$ cat config.mk
export PLATFORM = sky130hd
export DESIGN_NAME = param_updown_counter
export DESIGN_NICKNAME = d
export VERILOG_FILES = /design/src/rtl/param_updown_counter.sv
export SDC_FILE = /design/constraint.sdc
export NUM_CORES = 1
export LEC_CHECK = 0
export BUFFER_PORTS_ARGS = -buffer_cell sky130_fd_sc_hd__clkbuf_2
export CAP_MARGIN = 20
export CORE_ASPECT_RATIO = 0.7
export CORE_MARGIN = 2
export CORE_UTILIZATION = 30
export CTS_CLUSTER_SIZE = 16
export DETAILED_ROUTE_END_ITERATION = 8
export PLACE_DENSITY = 0.53
export SKIP_CTS_REPAIR_TIMING = 1
export SYNTH_ARGS = -nofsm -noshare
export SYNTH_HDL_FRONTEND = slang
export SYNTH_SLANG_ARGS = --single-unit
$ cat constraint.sdc
create_clock -name Clock -period 1.8 [get_ports Clock]
set_input_delay 0.18 -clock Clock [delete_from_list [all_inputs] [get_ports Clock]]
set_output_delay 0.18 -clock Clock [all_outputs]
set_load 0.01 [all_outputs]
$ cat src/rtl/param_updown_counter.sv
// Parametrised up/down counter with parallel load, wrap/saturate bounds,
// a registered terminal-count pulse and a sticky overflow flag.
module param_updown_counter #(
    parameter int WIDTH    = 8,
    parameter int MODULUS  = 256,
    parameter bit SATURATE = 1'b0
) (
    input  logic             Clock,
    input  logic             Resetn,
    input  logic             Enable,
    input  logic             Up,
    input  logic             Load,
    input  logic [WIDTH-1:0] LoadValue,
    input  logic             ClearOvf,
    output logic [WIDTH-1:0] CounterValue,
    output logic             TerminalCount,
    output logic             Overflow
);

    localparam logic [WIDTH-1:0] MAX_COUNT = WIDTH'(MODULUS - 1);

    logic             at_top;
    logic             at_bot;
    logic             event_hit;
    logic [WIDTH-1:0] step_value;
    logic [WIDTH-1:0] load_value;

    always_comb begin
        at_top     = (CounterValue == MAX_COUNT);
        at_bot     = (CounterValue == '0);
        event_hit  = Enable && !Load && (Up ? at_top : at_bot);
        load_value = (LoadValue > MAX_COUNT) ? MAX_COUNT : LoadValue;
        step_value = CounterValue;
        if (Up) begin
            if (at_top)
                step_value = SATURATE ? MAX_COUNT : '0;
            else
                step_value = CounterValue + 1'b1;
        end else begin
            if (at_bot)
                step_value = SATURATE ? '0 : MAX_COUNT;
            else
                step_value = CounterValue - 1'b1;
        end
    end

    always_ff @(posedge Clock) begin
        if (!Resetn) begin
            CounterValue  <= '0;
            TerminalCount <= 1'b0;
            Overflow      <= 1'b0;
        end else begin
            if (Load) begin
                CounterValue  <= load_value;
                TerminalCount <= 1'b0;
            end else if (Enable) begin
                CounterValue  <= step_value;
                TerminalCount <= event_hit;
            end else begin
                TerminalCount <= 1'b0;
            end
            // A boundary event outranks a same-cycle clear request.
            if (event_hit)
                Overflow <= 1'b1;
            else if (ClearOvf)
                Overflow <= 1'b0;
        end
    end

endmodule

==> results.tsv, run 1 <==
metric	value	unit
place_area	1080	sq um
ys_async_sr_fraction	0	
setup_slack	88.3	ps
start_util	0.312	
period_needed	1710	ps
ioPinCount	24	
post_synth_inst_count	118	
synth_seq_cells	10	
endpoint_kind	flop	
rsz0062_at_grt	yes	
ir_drop	0.360	mV
wirelength	2850	um
yosysSeqAreaShare	0.231	
holdPathStages	3	
synth_area_leaders	dfxtp_1, a21oi_1, o21ai_0, inv_1, ha_1	
period_share	0.951	
grt_max_degree	16	
status	finished, final reports clean	
holdPathEnd	CounterValue[1]	
syn_area	868	sq um
nets	166	
p_leak	0.490	nW
path_clk_slew	50	ps
io_buffers	23	
detail_route.wl_per_cell	15.5	um
die_x	68.3	um
rrSetupSlack	90	ps
cp.required	1920	ps
cp_max_fo	6	
gp_congestion	0.897	
grt_use_total	0.186	
maxSlewViolCount	0	
dp_hpwl	2200	um
drtAntennaViolNets	0	
cts-buffers-inserted	3	
num_vias	1030	
pre_cts_ws	18.2	ps
drt_first_pass_iters	4	
dieHeight	49.0	um
cts.root.buffer_cell	clkbuf_8	
syn2layout_area_growth	32.0	%
synth_warnings	0	
clkLatencyLatePin	250	ps
first_global_vias	952	
crit_type	reg2reg	
synth_top_area_cell	dfxtp_1	
htree_levels	1	
worstSetupStartpointType	flop	
drive_above_1_share	0.304	
syn_area_per_cell	7.36	sq um
fmax	584	MHz
clkSinkCount	10	
grt_first_pass_wirelength	4660	um
final_common_cell	clkbuf_2	
synth_edf_count	0	
worstHoldStart	LoadValue[1]	
synthesis.nets	135	
coreArea	2780	sq um
arrival	1830	ps
pwr_density_cell	709	nW/um^2
worst_pin_slew	372	ps
r2r-end	CounterValue[0]	
setup_violations	0	
cts_buffer_depth	2	
skew	4.09	ps
core.rowCount	16	
worstReg2RegStart	CounterValue[1]	
slew_headroom	0.752	
antenna_found_initial	0	
min_path_type	in2reg	
yosys_most_used_dff	dfxtp_1	
antenna_cells	0	
synth_top_area_frac	0.231	
cts_tree	built	
r2r_cells	6	
viasPerCell	5.60	
ys_types	38	
layout_common_cells	clkbuf_2, buf_4, inv_1, a21oi_1, o21ai_0	
timing.max_cap.violations	0	
finalPower	0.000812	W
final_area	1150	sq um
drc	0	
grt_overflow	0	
drt_iter0_markers	125	
die_area	3350	sq um
finalHoldViolCount	0	
==> final cells by class <==
cell class / count / area (sq um)
Fill cell: 295 / 1640
Multi-Input combinational cell: 88 / 598
Timing Repair Buffer: 35 / 205
Sequential cell: 10 / 201
Clock buffer: 4 / 55.1
Tap cell: 36 / 45.0
Inverter: 11 / 41.3
==> per-layer routing <==
| metal | vias up | routed length (um) | track usage |
|---|---|---|---|
| met5 | - | 0 | 0 |
| met1 | 475 | 1380 | 0.285 |
| met2 | 44 | 1220 | 0.252 |
| met3 | 4 | 230 | 0.0554 |
| li1 | 507 | - | - |
| met4 | 0 | 25 | 0.0400 |
==> synthesized netlist by cell type (4+ instances only) <==
master and instances:
a21oi_1 11, a31oi_1 4, buf_2 4, clkbuf_1 5
dfxtp_1 10, inv_1 11, nand2_1 8, nor2_1 4
nor3_1 4, o21ai_0 11
==> stage by stage <==
step | instances | hold WS [ps] | TNS, ps | util
floorplan | 118 | 325 | 0 | -
global placement | 180 | 413 | 0 | 0.388
detailed placement | 180 | 421 | 0 | 0.388
CTS | 184 | 161 | 0 | 0.408
global route | 184 | 186 | -10.6 | 0.412
finish | 184 | 162 | 0 | 0.412
==> flip-flops by register name, summed over array words and instances, names as in the netlist <==
| name | flops |
|---|---|
| CounterValue | 8 |
| Overflow | 1 |
| TerminalCount | 1 |
==> worst max-delay path: stages, from the launching register on <==
cell and delay (ps):
dfxtp_1 320, buf_4 140, ha_1 230, inv_1 130, nor4_2 270, a21oi_1 110
o311a_1 380
==> worst max path at each step <==
stage | startpoint | to | slack (ps)
2_1_floorplan | CounterValue[1] | CounterValue[4] | 10
3_3_place_gp | CounterValue[0] | CounterValue[4] | 50
3_5_place_dp | CounterValue[0] | CounterValue[4] | 20
4_1_cts | CounterValue[0] | CounterValue[4] | 10
5_1_grt | CounterValue[0] | CounterValue[0] | -10
6_report | CounterValue[1] | CounterValue[0] | 90
==> report_power, final <==
part	internal [W]	switching (W)	leakage, nW
sequential	0.000237	0.0000199	0.0828
clock	0.000194	0.000109	0.0288
combinational	0.000109	0.000143	0.379
==> kinds of logic after synthesis <==
logic type	synth area share
buffers and inverters	0.0922
AO/OA/AOI/OAI	0.334
flip-flops	0.231
multiplexers	0.0231
AND/OR/NAND/NOR	0.256
XOR/XNOR	0.0202
adder cells (fa/ha/maj)	0.0432
Note: power is estimated with default switching activity, not from simulation.
==> inputs of run 2 (changes only) <==
Settings changed: BUFFER_PORTS_ARGS -buffer_cell sky130_fd_sc_hd__clkbuf_2 to -buffer_cell sky130_fd_sc_hd__buf_2.
==> run 2 against run 1 <==
Compared with the run above: via count increased by 1.6%; cell area decreased by 0.22%; maximum frequency increased by 1.0%; worst hold slack improved by 29 ps; largest cell class unchanged; largest power group is now registers; highest routed layer unchanged.
==> results.tsv, run 2 (synthesis results as in run 1) <==
metric	value	unit	change
status	finished, final reports clean		
num_vias	1046		+1.6%
first_global_vias	907		-4.7%
dp_hpwl	2210	um	+0.28%
path_clk_slew	50	ps	about the same
gr-usage-met2	0.256		+0.00324
layout_common_cells	buf_2, buf_4, inv_1, a21oi_1, o21ai_0		
grt_use_total	0.179		-0.00755
instances_no_fill	183		-0.54%
wirelength	2870	um	+0.77%
htree_levels	1		unchanged
grt_max_degree	16		unchanged
drive_above_1_share	0.313		+0.00887
arrival	1810	ps	-20 ps
cts_tree	built		
pwr_density_cell	655	nW/um^2	-7.6%
final_common_cell	buf_2		
antenna_found_initial	0		unchanged
die_x	68.3	um	unchanged
fillers	287		-2.7%
clkLatencyLatePin	230	ps	-20 ps
dpl.cell_count	180		unchanged
drt_iter0_markers	89		-29%
p_leak	0.497	nW	+1.3%
slew_headroom	0.772		+0.0196
cp.required	1920	ps	about the same
cts-buffers-inserted	3		unchanged
busiest_layer	met1		
clkSinkCount	10		unchanged
largest-register	CounterValue		
grt_overflow	0		unchanged
syn2layout_area_growth	31.7	%	
detail_route.wl_per_cell	15.7	um	+1.3%
skew	0.531	ps	-3.56 ps
period_share	0.941		-0.00974
period_needed	1690	ps	-17.5 ps
gp_congestion	0.884		-1.4%
viasPerCell	5.72		+2.1%
coreArea	2780	sq um	unchanged
largest_reg_flops	8		unchanged
met1_usage	0.274		-0.0112
io_buffers	23		unchanged
rsz0062_at_grt	no		
cts_buffer_depth	2		unchanged
drtAntennaViolNets	0		unchanged
nets	166		unchanged
reg.largest.list	CounterValue x8, Overflow x1, TerminalCount x1		
setup_violations	0		unchanged
dieHeight	49.0	um	unchanged
antenna_cells	0		unchanged
cp_max_fo	7		+1
finalHoldViolCount	0		unchanged
maxSlewViolCount	0		unchanged
ir_drop	0.427	mV	+19%
worst_pin_slew	342	ps	-29.5 ps
die_area	3350	sq um	unchanged
endpoint_kind	flop		
use_met3	0.0531		-0.00231
crit_type	reg2reg		
fmax	590	MHz	+1.0%
drt_first_pass_iters	4		unchanged
core.rowCount	16		unchanged
start_util	0.312		unchanged
timing.max_cap.violations	0		unchanged
ioPinCount	24		unchanged
tns	0	ps	unchanged
min_path_type	in2reg		
drc	0		unchanged
grt_first_pass_wirelength	4560	um	-2.2%
finalPower	0.000749	W	-7.8%
cts.root.buffer_cell	clkbuf_8		
worstSetupStartpointType	flop		
[run 2: critical path: stages, from the launching register on]
cell and delay, ps:
dfxtp_1 370, or4_1 610, nor4_1 190, a21oi_1 90, a211o_1 310
[run 2: layer usage]
metal  up-vias  part of all wire
met1       496              0.48
met2        45              0.42
li1        503                 -
met5         -                 0
met4         0            0.0028
met3         2             0.093
[run 2: metrics by stage]
step	instance area, sq um	setup WS [ps]	utilization	hold WS [ps]
floorplan	870	11.7	-	325
global placement	1080	55.4	0.388	432
detailed placement	1080	-17.2	0.388	436
CTS	1120	-29.2	0.403	188
global route	1140	5.38	0.411	223
finish	1140	106	0.411	191
[run 2: cell type report]
class | count | area, sq um | share of cell area
multi-input cells | 88 | 607 | 0.531
repair buffers | 35 | 205 | 0.179
flip-flops and latches | 10 | 204 | 0.178
inverters | 11 | 41.3 | 0.0361
clock buffers | 3 | 41.3 | 0.0361
well taps | 36 | 45.0 | 0.0394
[run 2: power breakdown]
part | switching (W) | leakage [nW] | total, W | internal [W]
sequential | 0.0000194 | 0.0834 | 0.000258 | 0.000238
combinational | 0.000145 | 0.392 | 0.000254 | 0.000109
clock | 0.0000903 | 0.0216 | 0.000237 | 0.000147
[run 2: path summary, 6_finish.rpt]
path                   startpoint         endpoint  slack, ps  cells after the start
setup reg to reg  CounterValue[5]  CounterValue[7]        110                      4
hold reg to reg          Overflow         Overflow        480                      2
setup / recovery  CounterValue[5]  CounterValue[7]        110                      4
hold / removal       LoadValue[1]  CounterValue[1]        190                      3
==> inputs of run 3 (changes only) <==
Settings changed: ABC_AREA set to 1, PLACE_DENSITY 0.53 to 0.52.
==> run 3 against run 2 <==
Compared with the run above: maximum frequency is 11% higher; sequential share of layout area is 0.16 points higher; non-clock buffer count is 11 lower; register-to-register slack better by 170 ps; sequential power is 7% higher; synthesized area is 5.9% higher; worst hold slack better by 17 ps; clock-buffer cell count is 1 higher; via count is 1.4% lower; total power is 11% higher; critical path type unchanged; critical endpoint is now CounterValue[0]; largest power group is now the clock network.
==> results.tsv, run 3 <==
metric	value	unit	change
status	finished, final reports clean		
cp.required	1940	ps	+20 ps
nets	190		+14%
synth_simple_gate_area_share	0.423		+0.167
viasPerCell	4.96		-13%
period_needed	1530	ps	-169 ps
fillers	320		+11%
core.rowCount	16		unchanged
dieHeight	50.3	um	+2.7%
drive_above_1_share	0.256		-0.0571
path_clk_slew	50	ps	about the same
yosys_most_used_dff	dfxtp_1		
die_area	3530	sq um	+5.5%
cp_max_fo	5		-2
timing.max_cap.violations	0		unchanged
worst_pin_slew	438	ps	+95.5 ps
synth_xor_area_frac	0.0286		+0.00840
ioPinCount	24		unchanged
multiInputGateArea	604	sq um	-0.41%
start_util	0.321		+0.00919
synth-compound-area-share	0.165		-0.170
largest-register	CounterValue		
detail_route.wl_per_cell	12.6	um	-20%
slew_headroom	0.708		-0.0641
clkSinkCount	10		unchanged
wirelength	2610	um	-9.1%
drc	0		unchanged
io_buffers	23		unchanged
p_comb_frac	0.311		-0.028
die_x	70.2	um	+2.7%
fin_util	0.389		-0.0224
grt_max_degree	12		-4
fmax	656	MHz	+11%
regArea	200	sq um	-1.8%
reg.largest.list	CounterValue x8, Overflow x1, TerminalCount x1		
p_leak	0.560	nW	+13%
num_vias	1031		-1.4%
rsz0062_at_grt	no		
layout_common_cells	nand2_1, buf_2, inv_1		
seq_power_share	0.332		-0.012
synth.most_common_cell	nand2_1		
yosysSeqAreaShare	0.218		-0.0129
syn_area	920	sq um	+5.9%
cts-buffers-inserted	3		unchanged
synth_area_leaders	dfxtp_1, nand2_1, nand3_1, inv_1, o21ai_0		
drt_first_pass_iters	4		unchanged
internal-power	0.000535	W	+8.2%
ir_drop	0.360	mV	-16%
largest_reg_flops	8		unchanged
ys_async_sr_fraction	0		unchanged
endpoint_kind	flop		
ys_types	28		-26%
synth_edf_count	0		unchanged
syn_area_per_cell	6.26	sq um	-15%
clkLatencyLatePin	240	ps	about the same
synth_commonest_cells	nand2_1, inv_1, nand3_1		
skew	3.45	ps	+2.92 ps
min_path_type	in2reg		
maxSlewViolCount	0		unchanged
grt_overflow	0		unchanged
finalHoldViolCount	0		unchanged
yosys.area_share.adder	0.0408		-0.00241
first_global_vias	895		-1.3%
cts.root.buffer_cell	clkbuf_8		
synth_top_area_frac	0.218		-0.0129
synthesis.nets	164		+21%
final_common_cell	nand2_1		
pwr_density_cell	749	nW/um^2	+14%
synth_seq_cells	10		unchanged
dp_hpwl	2060	um	-6.5%
cts_tree	built		
cts_buffer_depth	2		unchanged
crit_type	reg2reg		
period_share	0.847		-0.0939
tns	0	ps	unchanged
clock_power_share	0.357		+0.040
antenna_cells	0		unchanged
arrival	1660	ps	-150 ps
coreArea	2860	sq um	+2.9%
switching_share	0.358		+0.0183
worstSetupStartpointType	flop		
synth_mux_area_frac	0		-0.0231
drtAntennaViolNets	0		unchanged
antenna_found_initial	0		unchanged
htree_levels	1		unchanged
grt_first_pass_wirelength	4320	um	-5.3%
finalPower	0.000833	W	+11%
synth_top_family_by_area	simple AND/OR/NAND/NOR gates		
gp_congestion	0.864		-2.4%
power.switching	0.000298	W	+17%
setup_violations	0		unchanged
drt_iter0_markers	62		-30%
synth_top_area_cell	dfxtp_1		
synth_warnings	0		unchanged
syn2layout_area_growth	21.0	%	
grt_use_total	0.157		-0.0216
post_synth_inst_count	147		+25%
## run 3: cell types whose count changed in the layout (fill, tap and decap cells not counted), sizes merged, moves of 3 or more
cell and change:
nand2 +35, nand3 +16, buf -11, inv +11, nor2 +9, nor4 -4
a211o -3, a21oi -3, a31oi -3, nor3 -3, or3 -3
## run 3: final cells by class
| type | count | area share |
|---|---|---|
| clock buffers | 4 | 0.0495 |
| inverters | 22 | 0.0765 |
| multi-input cells | 112 | 0.543 |
| flip-flops and latches | 10 | 0.180 |
| well taps | 36 | 0.0405 |
| repair buffers | 24 | 0.110 |
## run 3: metal layers
layer	wire length, um	GRT usage
met4	0	0.0128
met1	1320	0.221
met3	175	0.0522
met2	1120	0.244
met5	0	0
## run 3: stage by stage
step | area [sq um] | worst slack [ps] | hold slack, ps | instances
after floorplan | 920 | 448 | 290 | 147
after global placement | 1060 | 260 | 462 | 204
after detailed placement | 1060 | 277 | 462 | 204
after CTS | 1110 | 263 | 209 | 208
after global routing | 1110 | 101 | 235 | 208
final | 1110 | 275 | 209 | 208
## run 3: critical path, stage by stage, from the launching register on
cell and delay, ps:
dfxtp_1 400, ha_1 290, nand2_1 110, nor2_2 150, nand2_1 120, o21ai_2 120, nand2_1 60, a21oi_1 120
nor2_1 50
## run 3: power groups by stage
stage,clock network [W],registers [W],logic (W)
floorplan,0,0.000273,0.000194
global placement,0,0.000280,0.000260
detailed placement,0,0.000280,0.000257
CTS,0.000301,0.000276,0.000259
global route,0.000314,0.000280,0.000295
finish,0.000298,0.000276,0.000259
## run 3: cells by family (layout without fill, tap and decap cells)
family	Yosys count	in the layout
adder cells (fa/ha/maj)	3	3
flip-flops	10	10
XOR/XNOR	3	3
AO/OA/AOI/OAI	26	26
AND/OR/NAND/NOR	80	80
buffers and inverters	25	50
## run 3: path summary, 6_finish.rpt
check                   from               to  slack [ps]  cells after the start
max          CounterValue[0]  CounterValue[0]         270                      8
min                 ClearOvf         Overflow         210                      3
max reg2reg  CounterValue[0]  CounterValue[0]         270                      8
min reg2reg         Overflow         Overflow         480                      2
